**config.mk**
```make
export PLATFORM = sky130hd
export DESIGN_NAME = edge_gen
export DESIGN_NICKNAME = d
export VERILOG_FILES = /design/src/rtl/edge_gen_pkg.sv /design/src/rtl/edge_gen_hold_counter.sv /design/src/rtl/edge_gen.sv
export SDC_FILE = /design/constraint.sdc
export NUM_CORES = 1
export LEC_CHECK = 0
export ABC_AREA = 1
export CAP_MARGIN = 20
export CELL_PAD_IN_SITES_DETAIL_PLACEMENT = 0
export CELL_PAD_IN_SITES_GLOBAL_PLACEMENT = 1
export CORE_MARGIN = 5
export CORE_UTILIZATION = 35
export CTS_BUF_LIST = sky130_fd_sc_hd__clkbuf_4
export CTS_CLUSTER_DIAMETER = 120
export DETAILED_ROUTE_END_ITERATION = 7
export GPL_ROUTABILITY_DRIVEN = 0
export PLACE_DENSITY_LB_ADDON = 0.3
export SLEW_MARGIN = 30
export SYNTH_ARGS = -nofsm -noshare
export SYNTH_HDL_FRONTEND = slang
export SYNTH_SLANG_ARGS = --single-unit
```
**constraint.sdc**
```tcl
create_clock -name clk -period 4.1 [get_ports clk]
set_input_delay 1.23 -clock clk [delete_from_list [all_inputs] [get_ports clk]]
set_output_delay 1.23 -clock clk [all_outputs]
set_load 0.02 [all_outputs]
```
**src/rtl/edge_gen_pkg.sv**
```systemverilog
// Shared definitions for the edge/level generator: FSM encoding, default
// counter width and the effective-hold helper.
package edge_gen_pkg;

   typedef enum logic {
      IDLE = 1'b0,
      HOLD = 1'b1
   } state_t;

   localparam int unsigned CNT_W_DEF = 8;

   // Effective hold length: the commanded hold, but never below the floor.
   function automatic logic [31:0] eff_hold(input logic [31:0] hold,
                                            input logic [31:0] min_hold);
      return (hold > min_hold) ? hold : min_hold;
   endfunction

endpackage

```
**src/rtl/edge_gen_hold_counter.sv**
```systemverilog
// Down-counter that times the HOLD phase. Loads the effective hold on an
// accept, decrements while holding, saturates at zero (never wraps) and flags
// the last hold cycle.
module hold_counter #(
   parameter int unsigned CNT_W = 8
) (
   input  logic             clk,
   input  logic             reset,
   input  logic             load_i,
   input  logic [CNT_W-1:0] load_val_i,
   input  logic             dec_i,
   output logic [CNT_W-1:0] cnt_o,
   output logic             is_last_o
);

   logic [CNT_W-1:0] cnt_q;
   logic [CNT_W-1:0] cnt_d;

   // Next count: load has priority, decrement stops at zero.
   always_comb begin
      cnt_d = cnt_q;
      if (load_i) begin
         cnt_d = load_val_i;
      end else if (dec_i && (cnt_q != '0)) begin
         cnt_d = cnt_q - 1'b1;
      end
   end

   // Count register with asynchronous clear.
   always_ff @(posedge clk or posedge reset) begin
      if (reset) begin
         cnt_q <= '0;
      end else begin
         cnt_q <= cnt_d;
      end
   end

   assign cnt_o     = cnt_q;
   assign is_last_o = (cnt_q == CNT_W'(1));

endmodule

```
**src/rtl/edge_gen.sv**
```systemverilog
// Edge/level generator. Accepts level commands over valid/ready, drives a
// registered level a_o, holds each new level for max(cmd_hold_i, MIN_HOLD)
// cycles and emits one-cycle rising/falling strobes aligned with a_o changes.
//
// Handshake: a command transfers on a rising clk edge where cmd_valid_i and
// cmd_ready_o are both high; cmd_* are sampled only then. While busy the
// source must keep cmd_valid_i and its payload stable; nothing is queued.
module edge_gen
   import edge_gen_pkg::*;
#(
   parameter int unsigned CNT_W    = CNT_W_DEF,
   parameter int unsigned MIN_HOLD = 0
) (
   input  logic             clk,
   input  logic             reset,
   input  logic             cmd_valid_i,
   output logic             cmd_ready_o,
   input  logic             cmd_level_i,
   input  logic [CNT_W-1:0] cmd_hold_i,
   output logic             a_o,
   output logic             rising_edge_o,
   output logic             falling_edge_o,
   output logic             busy_o,
   output state_t           dbg_state_o,
   output logic [CNT_W-1:0] dbg_cnt_o
);

   state_t           state_q;
   logic             a_q;
   logic             rise_q;
   logic             fall_q;
   logic [CNT_W-1:0] hold_eff;
   logic             hold_nz;
   logic             accept;
   logic             cnt_last;

   assign hold_eff = CNT_W'(eff_hold(32'(cmd_hold_i), MIN_HOLD));
   assign hold_nz  = |hold_eff;
   assign accept   = cmd_valid_i && (state_q == IDLE);

   hold_counter #(
      .CNT_W (CNT_W)
   ) u_hold_counter (
      .clk        (clk),
      .reset      (reset),
      .load_i     (accept && hold_nz),
      .load_val_i (hold_eff),
      .dec_i      (state_q == HOLD),
      .cnt_o      (dbg_cnt_o),
      .is_last_o  (cnt_last)
   );

   // FSM plus level and strobe registers; strobes are cleared every cycle
   // unless an accept changes the level.
   always_ff @(posedge clk or posedge reset) begin
      if (reset) begin
         state_q <= IDLE;
         a_q     <= 1'b0;
         rise_q  <= 1'b0;
         fall_q  <= 1'b0;
      end else begin
         rise_q <= 1'b0;
         fall_q <= 1'b0;
         case (state_q)
            IDLE: begin
               if (accept) begin
                  a_q    <= cmd_level_i;
                  rise_q <= ~a_q & cmd_level_i;
                  fall_q <= a_q & ~cmd_level_i;
                  if (hold_nz) begin
                     state_q <= HOLD;
                  end
               end
            end
            HOLD: begin
               if (cnt_last) begin
                  state_q <= IDLE;
               end
            end
            default: state_q <= IDLE;
         endcase
      end
   end

   assign cmd_ready_o    = (state_q == IDLE);
   assign busy_o         = (state_q == HOLD);
   assign a_o            = a_q;
   assign rising_edge_o  = rise_q;
   assign falling_edge_o = fall_q;
   assign dbg_state_o    = state_q;

endmodule

```
==> impl_metrics.yaml <==
yosys:
  synth_largest_area_cell: "dfrtp_1"
  synth_cell_types: 19
  synth_area_um2: 807
  syn_nets: 126
  synthTopCellsByArea: "dfrtp_1 37%, nand2_1 14%, nand3_1 13%"
  yosys_warnings: 0
  postSynthCellCount: 112
  seq_area_frac_synth_pct: 37.2
  ys_ff_latch: 12
  synth_area_per_cell_um2: 7.21
  synth_top_area_share_pct: 37.2
cts:
  cts_buffer_depth: 2
  cts_tree: "built"
  cts_resized: 0
  hold_buffers: 0
  insertion_delay_ps: 270
  post_cts_buffers: 0
  clk_pin_slew_worst_paths_ps: 80
  numCtsBuffers: 3
  cts.sinks: 12
  htreeDepth: 1
  cts_root_buf: "clkbuf_4"
global_route:
  grt_max_degree: 13
  antenna_found_initial: 0
  grt_overflow: 0
  track_usage_pct: 12.5
  grt_pass1_wl_um: 3310
  grt_pass1_vias: 780
layout:
  area_delta_synth_final_pct: 36.7
  fin_util_pct: 49.9
  fin_area_mm2: 0.00110
  antenna_cells: 0
  mostFrequentLayoutCells: "30 x nand2_1, 25 x clkdlybuf4s50_1, 21 x nand3_1, 15 x nor2_1, 13 x inv_1"
  drive_gt1_share_pct: 9.35
  layout_commonest_cell: "nand2_1"
  final_nets: 154
floorplanning:
  core_area_mm2: 0.00221
  rows: 17
  die_w_um: 58.0
  initial_core_util_pct: 36.5
  die_h_um: 58.0
  top_level_ports: 26
  die-area_mm2: 0.00337
drt:
  drtIter0Drc: 9
  drt_wl_total_um: 1870
  wire_per_inst_um: 11.2
  ant_nets: 0
  via_per_inst: 4.57
  drc_errors: 0
  route.vias.total: 763
  drtPass1Iterations: 4
critical_path:
  path_buf_inv: 2
  r2r_slack_ps: 2650
  rr_endpoint: "u_hold_counter.cnt_o[6]"
  arrival_ps: 1500
  critPathLaunch: "busy_o"
  startpoint_type: "flop"
  crit_fanout: 7
  r2r_start: "u_hold_counter.cnt_o[0]"
  critPathRequiredTime_ps: 2870
  end_kind: "primary output"
  critical_path.max_stage_delay_ps: 610
  path_delay_family: "buffers and inverters"
  r2r_cells: 7
  cp-endpoint: "cmd_ready_o"
  crit_chain: "inv_2 > clkdlybuf4s50_1"
  crit_cells: 2
  crit_type: "flop to primary output"
  critPathSlowestCell: "clkdlybuf4s50_1"
timing:
  rsz0062_at_grt: "no"
  worstMarginPinSlew_ps: 459
  finalSetupViolations: 0
  skew_ps: 10.8
  setup_tns_ps: 0
  max_freq_mhz: 366
  period_needed_ps: 2730
  hold_violations: 0
  post-route-period-util_pct: 66.7
  worst_slack_ps: 1370
  final_max_slew_viol_count: 0
  relSlewSlack_pct: 69.4
pwr:
  leakagePower_nw: 0.514
  power_density_mw_per_mm2: 192
  finalPower_mw: 0.212
  max-vdd-ir-drop_uv: 120
placed_design:
  pre_cts_ws_ps: 1520
  portBuffers: 25
  placed_cell_area_mm2: 0.00108
  hpwl_um: 1560
run_status:
  status: "finished clean"
worst_hold_path:
  hold_start: "a_o"
  hp-class: "flop to flop"
flow_run:
  timing.max_cap.violations: 0
## how the worst min path moves through the flow
stage               endpoint  depth (start not counted)
4_1_cts        rising_edge_o                          1
6_report       rising_edge_o                          1
3_5_place_dp   rising_edge_o                          1
3_3_place_gp   rising_edge_o                          1
2_1_floorplan  rising_edge_o                          1
5_1_grt        rising_edge_o                          1
## metrics by stage
stage / hold WS [ps] / cells
global route: 489 / 167
CTS: 459 / 167
finish: 453 / 167
floorplan: 553 / 112
detailed placement: 440 / 163
global placement: 438 / 163
## synthesized netlist by cell type
| library cell | n |
|---|---|
| nand2_1 | 30 |
| nand3_1 | 21 |
| nor2_1 | 15 |
| inv_1 | 13 |
| dfrtp_1 | 12 |
| nor2_4 | 3 |
| o21ai_0 | 3 |
| buf_4 | 2 |
| ha_1 | 2 |
| o21ai_4 | 2 |
| inv_2 | 1 |
| nand2_2 | 1 |
| nand2_4 | 1 |
| nand3_2 | 1 |
| nor2_2 | 1 |
| nor3_1 | 1 |
| nor4_1 | 1 |
| o21ai_1 | 1 |
| xor2_1 | 1 |
## cell families (layout without fill, tap and decap cells)
group                    Yosys count  count (layout)  synth area share, %
AND/OR/NAND/NOR                   75              75                 43.7
adder cells (fa/ha/maj)            2               2                 3.10
XOR/XNOR                           1               1                 1.09
flip-flops                        12              12                 37.2
buffers and inverters             16              43                 8.37
AO/OA/AOI/OAI                      6               6                 6.51
## state kept, by name (all words and copies together) (netlist names)
register / count
falling_edge_o: 1
a_o: 1
busy_o: 1
rising_edge_o: 1
u_hold_counter.cnt_o: 8
## area by class of cell
| type | instances | area, um2 |
|---|---|---|
| clock inverter | 1 | 3.75 |
| fill | 231 | 1110 |
| clock buffer | 3 | 22.5 |
| timing repair buffer | 25 | 250 |
| inverter | 14 | 52.6 |
| sequential | 12 | 300 |
| multi-input combinational | 84 | 439 |
| tap | 28 | 35.0 |
## power by group
group          switching [mW]  total, mW  internal (mW)  leakage (nW)
Sequential           0.000438      0.119          0.119         0.135
Combinational         0.00782     0.0191         0.0113         0.365
Clock                  0.0384     0.0735         0.0351        0.0154
## worst register-to-register path: cells and delay by family, from the launching register on
kind / cells / cell delay [ps]
adder cells (fa/ha/maj): 1 / 250
AND/OR/NAND/NOR: 4 / 300
buffers and inverters: 1 / 100
AO/OA/AOI/OAI: 1 / 270
flip-flops: 1 / 430
## per-layer routing
layer  share of wire (%)  wire [um]  up-vias  global-route usage [%]
met5                   0          0        -                       0
met4                0.75         14        0                    3.97
met3                 5.2         97        2                    2.67
met2                  44        832       17                    20.3
met1                  50        930      335                    16.5
li1                    -          -      409                       -
Note: power is estimated with default switching activity, not from simulation.
